$ cat config.mk
export PLATFORM = sky130hd
export DESIGN_NAME = usb_rx_frontend
export DESIGN_NICKNAME = d
export VERILOG_FILES = /design/src/rtl/usb_pkg.sv /design/src/rtl/rx_bit_timer.sv /design/src/rtl/usb_rx_frontend.sv
export SDC_FILE = /design/constraint.sdc
export NUM_CORES = 1
export LEC_CHECK = 0
export ABC_AREA = 1
export ABC_CLOCK_PERIOD_IN_PS = 1900
export CAP_MARGIN = 10
export CORE_MARGIN = 4
export CORE_UTILIZATION = 54
export DETAILED_ROUTE_END_ITERATION = 6
export PLACE_DENSITY_LB_ADDON = 0.08
export SYNTH_ARGS = -nofsm -noshare
export SYNTH_HDL_FRONTEND = slang
export SYNTH_SLANG_ARGS = --single-unit
$ cat constraint.sdc
create_clock -name clk -period 1.9 [get_ports clk]
set_clock_uncertainty 0.2 [all_clocks]
set_input_delay 0.285 -clock clk [delete_from_list [all_inputs] [get_ports clk]]
set_output_delay 0.285 -clock clk [all_outputs]
set_load 0.1 [all_outputs]
$ cat src/rtl/usb_pkg.sv
// rtl/usb_pkg.sv - shared types and constants for the USB full-speed receive path
package usb_pkg;

    localparam int CLKS_PER_BIT_DEF = 8;
    localparam int SAMPLE_POINT_DEF = 3;
    localparam int MAX_ONES         = 6;
    localparam logic [7:0] SYNC_BYTE = 8'h80;

    // Line state encoded as {D+, D-}
    typedef enum logic [1:0] {
        LS_SE0 = 2'b00,
        LS_K   = 2'b01,
        LS_J   = 2'b10,
        LS_SE1 = 2'b11
    } line_state_e;

    typedef enum logic [1:0] {
        ST_IDLE     = 2'd0,
        ST_ACTIVE   = 2'd1,
        ST_EOP_WAIT = 2'd2
    } rx_state_e;

    function automatic line_state_e line_state(input logic dp, input logic dm);
        return line_state_e'({dp, dm});
    endfunction

endpackage

$ cat src/rtl/rx_bit_timer.sv
// rtl/rx_bit_timer.sv - free-running bit-time counter with edge resync and sample strobe
module rx_bit_timer #(
    parameter int CLKS_PER_BIT = 8,
    parameter int SAMPLE_POINT = 3
) (
    input  logic clk,
    input  logic n_rst,
    input  logic resync_i,
    output logic sample_o
);
    localparam int CW = $clog2(CLKS_PER_BIT);

    logic [CW-1:0] cnt_q;
    logic [CW-1:0] cnt_d;

    // Next count: a bus edge restarts the bit period, otherwise wrap at the bit length
    always_comb begin
        cnt_d = cnt_q + CW'(1);
        if (resync_i) begin
            cnt_d = '0;
        end else if (cnt_q == CW'(CLKS_PER_BIT - 1)) begin
            cnt_d = '0;
        end
    end

    // Counter register
    always_ff @(posedge clk or negedge n_rst) begin
        if (!n_rst) begin
            cnt_q <= '0;
        end else begin
            cnt_q <= cnt_d;
        end
    end

    // A resync in the sample cycle suppresses the sample; the edge re-times the bit
    assign sample_o = !resync_i && (cnt_q == CW'(SAMPLE_POINT));

endmodule

$ cat src/rtl/usb_rx_frontend.sv
// rtl/usb_rx_frontend.sv - USB FS receive front end: sync, NRZI decode, destuff, byte assembly, EOP
module usb_rx_frontend
    import usb_pkg::*;
#(
    parameter int CLKS_PER_BIT = CLKS_PER_BIT_DEF,
    parameter int SAMPLE_POINT = SAMPLE_POINT_DEF
) (
    input  logic       clk,
    input  logic       n_rst,
    input  logic       d_plus,
    input  logic       d_minus,
    output logic       d_edge,
    output logic       eop,
    output logic       shift_enable,
    output logic [7:0] rcv_data,
    output logic       byte_received,
    output logic       stuff_err
);
    logic        dp_meta_q;
    logic        dp_s_q;
    logic        dp_prev_q;
    logic        dm_meta_q;
    logic        dm_s_q;
    logic        d_edge_q;
    logic        sample;

    rx_state_e   state_q;
    logic        prev_dp_q;
    logic [2:0]  ones_q;
    logic [2:0]  bitcnt_q;
    logic [7:0]  rcv_data_q;
    logic        eop_q;
    logic        shift_enable_q;
    logic        byte_received_q;
    logic        stuff_err_q;

    line_state_e line;
    logic        rx_bit;

    // Two-flop synchronizers; D+ gets a third stage for edge detection (bus idles at J)
    always_ff @(posedge clk or negedge n_rst) begin
        if (!n_rst) begin
            dp_meta_q <= 1'b1;
            dp_s_q    <= 1'b1;
            dp_prev_q <= 1'b1;
            dm_meta_q <= 1'b0;
            dm_s_q    <= 1'b0;
            d_edge_q  <= 1'b0;
        end else begin
            dp_meta_q <= d_plus;
            dp_s_q    <= dp_meta_q;
            dp_prev_q <= dp_s_q;
            dm_meta_q <= d_minus;
            dm_s_q    <= dm_meta_q;
            d_edge_q  <= dp_s_q ^ dp_prev_q;
        end
    end

    rx_bit_timer #(
        .CLKS_PER_BIT(CLKS_PER_BIT),
        .SAMPLE_POINT(SAMPLE_POINT)
    ) u_bit_timer (
        .clk      (clk),
        .n_rst    (n_rst),
        .resync_i (d_edge_q),
        .sample_o (sample)
    );

    assign line   = line_state(dp_s_q, dm_s_q);
    assign rx_bit = (dp_s_q == prev_dp_q);

    // Packet FSM: NRZI decode, bit destuffing, LSB-first byte assembly and EOP tracking
    always_ff @(posedge clk or negedge n_rst) begin
        if (!n_rst) begin
            state_q         <= ST_IDLE;
            prev_dp_q       <= 1'b1;
            ones_q          <= 3'd0;
            bitcnt_q        <= 3'd0;
            rcv_data_q      <= 8'h00;
            eop_q           <= 1'b0;
            shift_enable_q  <= 1'b0;
            byte_received_q <= 1'b0;
            stuff_err_q     <= 1'b0;
        end else begin
            byte_received_q <= 1'b0;
            stuff_err_q     <= 1'b0;
            shift_enable_q  <= sample && (state_q != ST_IDLE);
            case (state_q)
                ST_IDLE: begin
                    // Packets open with the J->K of SYNC; edges into SE0 or back to J are not starts
                    if (d_edge_q && line == LS_K) begin
                        state_q   <= ST_ACTIVE;
                        prev_dp_q <= 1'b1;
                        ones_q    <= 3'd0;
                        bitcnt_q  <= 3'd0;
                    end
                end
                ST_ACTIVE: begin
                    if (sample) begin
                        prev_dp_q <= dp_s_q;
                        if (line == LS_SE0) begin
                            eop_q    <= 1'b1;
                            state_q  <= ST_EOP_WAIT;
                            bitcnt_q <= 3'd0;
                            ones_q   <= 3'd0;
                        end else if (ones_q == 3'(MAX_ONES)) begin
                            // Stuffed slot: never shifted or counted, must decode as 0
                            ones_q <= 3'd0;
                            if (rx_bit) begin
                                stuff_err_q <= 1'b1;
                                state_q     <= ST_EOP_WAIT;
                                bitcnt_q    <= 3'd0;
                            end
                        end else begin
                            rcv_data_q <= {rx_bit, rcv_data_q[7:1]};
                            ones_q     <= rx_bit ? ones_q + 3'd1 : 3'd0;
                            bitcnt_q   <= bitcnt_q + 3'd1;
                            if (bitcnt_q == 3'd7) begin
                                byte_received_q <= 1'b1;
                            end
                        end
                    end
                end
                ST_EOP_WAIT: begin
                    if (sample) begin
                        prev_dp_q <= dp_s_q;
                        if (line == LS_J) begin
                            eop_q   <= 1'b0;
                            state_q <= ST_IDLE;
                        end else if (line == LS_SE0) begin
                            eop_q <= 1'b1;
                        end
                    end
                end
                default: begin
                    state_q <= ST_IDLE;
                end
            endcase
        end
    end

    assign d_edge        = d_edge_q;
    assign eop           = eop_q;
    assign shift_enable  = shift_enable_q;
    assign rcv_data      = rcv_data_q;
    assign byte_received = byte_received_q;
    assign stuff_err     = stuff_err_q;

endmodule

Yosys cells after proc, flatten, opt, wreduce, memory -nomap -nowiden

Cells that the tools add are included.

Add/sub/neg operators: 3
Equality and inequality tests: 17
Multiplexer cells: 39
Bitwise operators: 3
Reductions and logical operators: 17

Operators with widths:

| cell                                                                     | number |
|---|---|
| 3-bit 2-to-1 mux                                                         | 11 |
| 1-bit 2-to-1 mux                                                         | 16 |
| 2-bit 2-to-1 mux                                                         | 7 |
| 3-bit one-hot mux with 2 select lines                                    | 2 |
| 3-bit by 1-bit adder with 3-bit output (second input constant)           | 3 |
| 3-bit == test (second input constant)                                    | 3 |
| 3-bit AND reduction                                                      | 3 |
| 2-bit inequality test (second input constant)                            | 4 |
| 4-bit AND reduction                                                      | 2 |
| 2-bit nonzero test                                                       | 4 |
| 3-bit inequality test (second input constant)                            | 2 |
| 2-bit one-hot mux with 3 select lines                                    | 1 |
| 6-bit AND reduction                                                      | 1 |
| 2-bit by 1-bit == test with 1-bit output (second input constant)         | 2 |
| 2-bit == test (second input constant)                                    | 2 |
| 2-bit logical NOT                                                        | 2 |
| 4-bit inequality test (second input constant)                            | 1 |
| 1-bit one-hot mux with 2 select lines                                    | 2 |
| 3-bit by 2-bit == test with 1-bit output (second input constant)         | 1 |
| 1-bit logical AND                                                        | 3 |
| 2-bit by 1-bit inequality test with 1-bit output (second input constant) | 1 |
| 1-bit NOT                                                                | 2 |
| 2-bit OR reduction                                                       | 1 |
| 1-bit == test                                                            | 1 |
| other kinds (2)                                                          | 2 |

Flip-flop bits (word level): 30
Output and inout port bits: 13

Logic depth before layout (Yosys ltp)

Depth after elaboration: 6
Gate-level depth with buffers: 11
Mapped depth without buffers: 11

Cells and area by module

From an unflattened synthesis, not the netlist that was laid out.

Cell total of the unflattened synthesis: 153
Area total of the unflattened synthesis: 1450.1 um2

Modules (own cells, without submodules):

| module          | instances | cells each | area each (um2) | seq. area each (um2) |
|---|---|---|---|---|
| usb_rx_frontend | 1         | 137        | 1297.5          | 680.7 |
| rx_bit_timer    | 1         | 16         | 152.6           | 75.1 |

Least setup slack after synthesis

No wires, ideal clock.

Path type: register -> register
From: register d_edge_q, in the netlist d_edge
To: register bitcnt_q[2]
Setup time: 0.118 ns
Arrival time: 1.606 ns
Required time: 1.582 ns
Slack: -0.024 ns
Stages on the path, launching flop included: 8
Buffers on the path: 0
Period minus slack after synthesis: 1.924 ns
Cells stage by stage: dfrtp_1 > nand3_1 > nand2_1 > nand2_2 > inv_2 > nand2_1 > nand2_1 > nand2_1

Longest elaborated chain between the ends: 4

RTL lines:

| item                              | RTL line               | source |
|---|---|---|
| start, declared                   | usb_rx_frontend.sv:24  | `logic d_edge_q;` |
| start signal, assigned            | usb_rx_frontend.sv:55  | `d_edge_q <= dp_s_q ^ dp_prev_q;` |
| 1-bit logical NOT                 | rx_bit_timer.sv:36     | `assign sample_o = !resync_i && (cnt_q == CW'(SAMPLE_POINT));` |
| 1-bit logical AND                 | rx_bit_timer.sv:36     |  |
| 2-bit inequality test (no line)   | --                     |  |
| 4-bit AND reduction (no line) (*) | --                     |  |
| end signal, assigned              | usb_rx_frontend.sv:117 | `bitcnt_q <= bitcnt_q + 3'd1;` |
| end, declared                     | usb_rx_frontend.sv:30  | `logic [2:0] bitcnt_q;` |

Mark *: on every way between the ends. The rest lies on a longest branch, timed or not.
A chain may end at the register's enable or synchronous reset.

Worst setup path in the final report

From: register u_bit_timer.cnt_q[0]
To: register eop_q, in the netlist eop

Longest elaborated chain between the ends: 4

RTL lines:

| item                                         | RTL line               | source |
|---|---|---|
| start, declared                              | rx_bit_timer.sv:13     | `logic [CW-1:0] cnt_q;` |
| start signal, assigned                       | rx_bit_timer.sv:31     | `cnt_q <= cnt_d;` |
| 3-bit by 2-bit == test with 1-bit output (*) | rx_bit_timer.sv:36     |  |
| 1-bit logical AND (*)                        | rx_bit_timer.sv:36     |  |
| 2-bit inequality test (no line)              | --                     |  |
| 3-bit AND reduction (no line) (*)            | --                     |  |
| end signal, assigned                         | usb_rx_frontend.sv:80  | `eop_q <= 1'b0;` |
| end signal, assigned                         | usb_rx_frontend.sv:102 | `eop_q <= 1'b1;` |
| end signal, assigned                         | usb_rx_frontend.sv:128 | `eop_q <= 1'b0;` |
| end, declared                                | usb_rx_frontend.sv:32  | `logic eop_q;` |

Marked as above.

==> impl_metrics.tcl <==
set metrics [dict create \
    ys_warn_count 0 \
    cpPeakStageDelay_ns 0.40 \
    ys_seq_area_frac 0.543 \
    max_freq_ghz 0.567 \
    fin_ws_ns 0.136 \
    syn_area_sq_um 1390 \
    vias 1010 \
    port_buffers 16 \
    overflow 0 \
    cts-root-buf "clkbuf_4" \
    firstDrtPassIters 4 \
    cts_tree "built" \
    antenna_left 0 \
    clockBufferDepth 2 \
    drc 0 \
    synth-seq-cells 30 \
    yosysUniqueCellTypes 26 \
    grt_pass1_wl_mm 4.25 \
    coreArea_sq_um 2480 \
    cp_cell_sequence "ha_1, ha_1, inv_1, nor2_4, inv_1, o21ai_0, a31oi_1, nor2_1" \
    cts.sinks 30 \
    setup_viol 0 \
    timing.final.max_slew_violations 0 \
    grt_pass1_vias 1020 \
    rsz0062_at_grt "false" \
    die_h_microns 58.8 \
    power_density_nw_per_um2 1570 \
    cts_buffers 5 \
    max_cap_viol_count 0 \
    grt_max_degree 31 \
    rows 18 \
    initial_core_util 0.562 \
    fp.dieW_microns 58.8 \
    fin_crit_sh 0.928 \
    antenna_cells 0 \
    die-area_sq_um 3460 \
    path_clk_slew_ns 0.10 \
    layout.nets 183 \
    slowest_stage "dfrtp_1" \
    gp_congestion 0.821 \
    r2r_cells 8 \
    worst_pin_slew_ns 0.358 \
    vias_per_cell 5.05 \
    hold_class "input pin to async pin" \
    power.leakage_uw 0.000911 \
    post-dp-hpwl_mm 1.87 \
    worst_setup_path_end_kind "register" \
    required_ns 1.92 \
    start_kind "register" \
    drtIter0Drc 17 \
    finalCriticalPeriod_ns 1.76 \
    clock_latency_ns 0.33 \
    status "complete, no violations" \
    slew_headroom 0.761 \
    worst-setup-path-type "register to register" \
    hold_violations 0 \
    synth_area_per_cell_sq_um 9.60 \
    syn2layout_area_growth_pct 30.0 \
    grt_antenna_before_repair 0 \
    cts.htree.levels 2 \
    io_pins 17 \
    grtUsageTotal 0.168 \
    drt-total-wl_mm 2.35 \
    cp_max_fo 4 \
    dpl_worst_slack_ns 0.127 \
    synth_nets 159 \
    arrival_ns 1.78 \
    ir_worst_vdd_v 0.00121 \
    drive_above_1_share 0.259 \
    tns_ns 0 \
    wl_per_cell_microns 11.7 \
    syn_inst 145 \
]
==> metrics by stage <==
step / utilization / total power (uW) / hold WS (ns) / instance area, sq um / std cells
6_report: 0.731 / 2840 / 0.122 / 1810 / 200
5_1_grt: 0.731 / 3020 / 0.133 / 1810 / 200
2_1_floorplan: - / 1870 / -0.211 / 1390 / 145
4_1_cts: 0.727 / 2870 / 0.113 / 1800 / 199
3_5_place_dp: 0.693 / 2360 / 0.140 / 1720 / 191
3_3_place_gp: 0.693 / 2310 / 0.136 / 1720 / 191
==> synthesized netlist by cell type <==
master	count	area share
o21ai_2	4	0.025
nand2_4	1	0.0081
buf_6	1	0.0081
nor3_1	1	0.0036
nand2_1	37	0.10
nor2_1	13	0.035
nand2_2	2	0.0090
clkinv_2	1	0.0036
ha_1	10	0.090
nor4_1	1	0.0045
xnor2_1	1	0.0063
nor2_4	1	0.0081
o21ai_0	6	0.022
dfstp_2	4	0.075
nand3_1	6	0.022
inv_1	17	0.046
nand3_2	1	0.0072
xor2_1	1	0.0063
nand3b_1	2	0.011
a31oi_1	1	0.0045
inv_2	2	0.0054
a21oi_1	1	0.0036
nand4_1	1	0.0045
dfrtp_1	26	0.47
a21oi_2	3	0.019
nor4b_1	1	0.0063
==> final timing paths <==
path	from	end	slack, ns
max	u_bit_timer.cnt_q[0]	eop	0.14
min	n_rst	u_bit_timer.cnt_q[0]	0.12
max reg2reg	u_bit_timer.cnt_q[0]	eop	0.14
min reg2reg	dm_meta_q	dm_s_q	0.16
max in group asynchronous	n_rst	dp_meta_q	1.07
min in group clk	dm_meta_q	dm_s_q	0.16
==> power breakdown <==
| group | switching [uW] | total, uW | leakage [uW] | internal, uW |
|---|---|---|---|---|
| clock network | 222 | 498 | 0.0000374 | 276 |
| logic | 932 | 1410 | 0.000493 | 475 |
| registers | 145 | 937 | 0.000381 | 792 |
==> sequential cells by signal (all words and copies together), names as in the netlist <==
name / flops
dp_prev_q: 1
dp_meta_q: 1
shift_enable: 1
bitcnt_q: 3
dm_meta_q: 1
state_q: 2
dm_s_q: 1
u_bit_timer.cnt_q: 3
eop: 1
ones_q: 3
dp_s_q: 1
prev_dp_q: 1
d_edge: 1
stuff_err: 1
rcv_data: 8
byte_received: 1
==> metal layers <==
layer | up-vias | part of all wire | track usage
met5 | - | 0 | 0
met4 | 0 | 0.028 | 0.0874
met3 | 7 | 0.067 | 0.0592
met2 | 29 | 0.51 | 0.293
met1 | 469 | 0.40 | 0.177
li1 | 505 | - | -
==> layout make-up <==
type                    count  area (sq um)
clock buffers               5          37.5
clock inverters             3          45.0
fillers                   178           667
inverters                  20          76.3
multi-input cells          94           552
flip-flops and latches     30           757
well taps                  30          37.5
repair buffers             18           305
==> what timing repair did <==
| item | CTS | global route |
|---|---|---|
| hold buffers | 0 | 0 |
| setup buffers | 0 | 1 |
| gates resized for setup | 0 | 1 |
| setup endpoints to repair | 0 | 5 |
| endpoints found under the hold margin | 0 | 0 |
==> cell families after synthesis <==
logic type	Yosys count	synth area share
compound gates	15	0.0737
xor+xnor	2	0.0126
fa+ha+maj	10	0.0898
simple gates	67	0.218
buf+inv	21	0.0629
flops	30	0.543
==> cells in the final DEF (no fill, tap or decap), types with 3 or more instances in the layout <==
cell,synthesis,layout
a21oi_2,3,3
buf_12,0,13
clkbuf_4,0,5
clkdlybuf4s50_1,0,3
dfrtp_1,26,25
dfstp_2,4,4
ha_1,10,10
inv_1,17,17
nand2_1,37,36
nand2_2,2,3
nand3_1,6,6
nor2_1,13,13
o21ai_0,6,6
o21ai_2,4,4
==> critical path: cells and delay by family (launching register included) <==
family | cells | cell delay [ns]
adder cells (fa/ha/maj) | 2 | 0.41
flip-flops | 1 | 0.40
AND/OR/NAND/NOR | 2 | 0.11
buffers and inverters | 2 | 0.19
AO/OA/AOI/OAI | 2 | 0.33
Note: power is estimated with default switching activity, not from simulation.
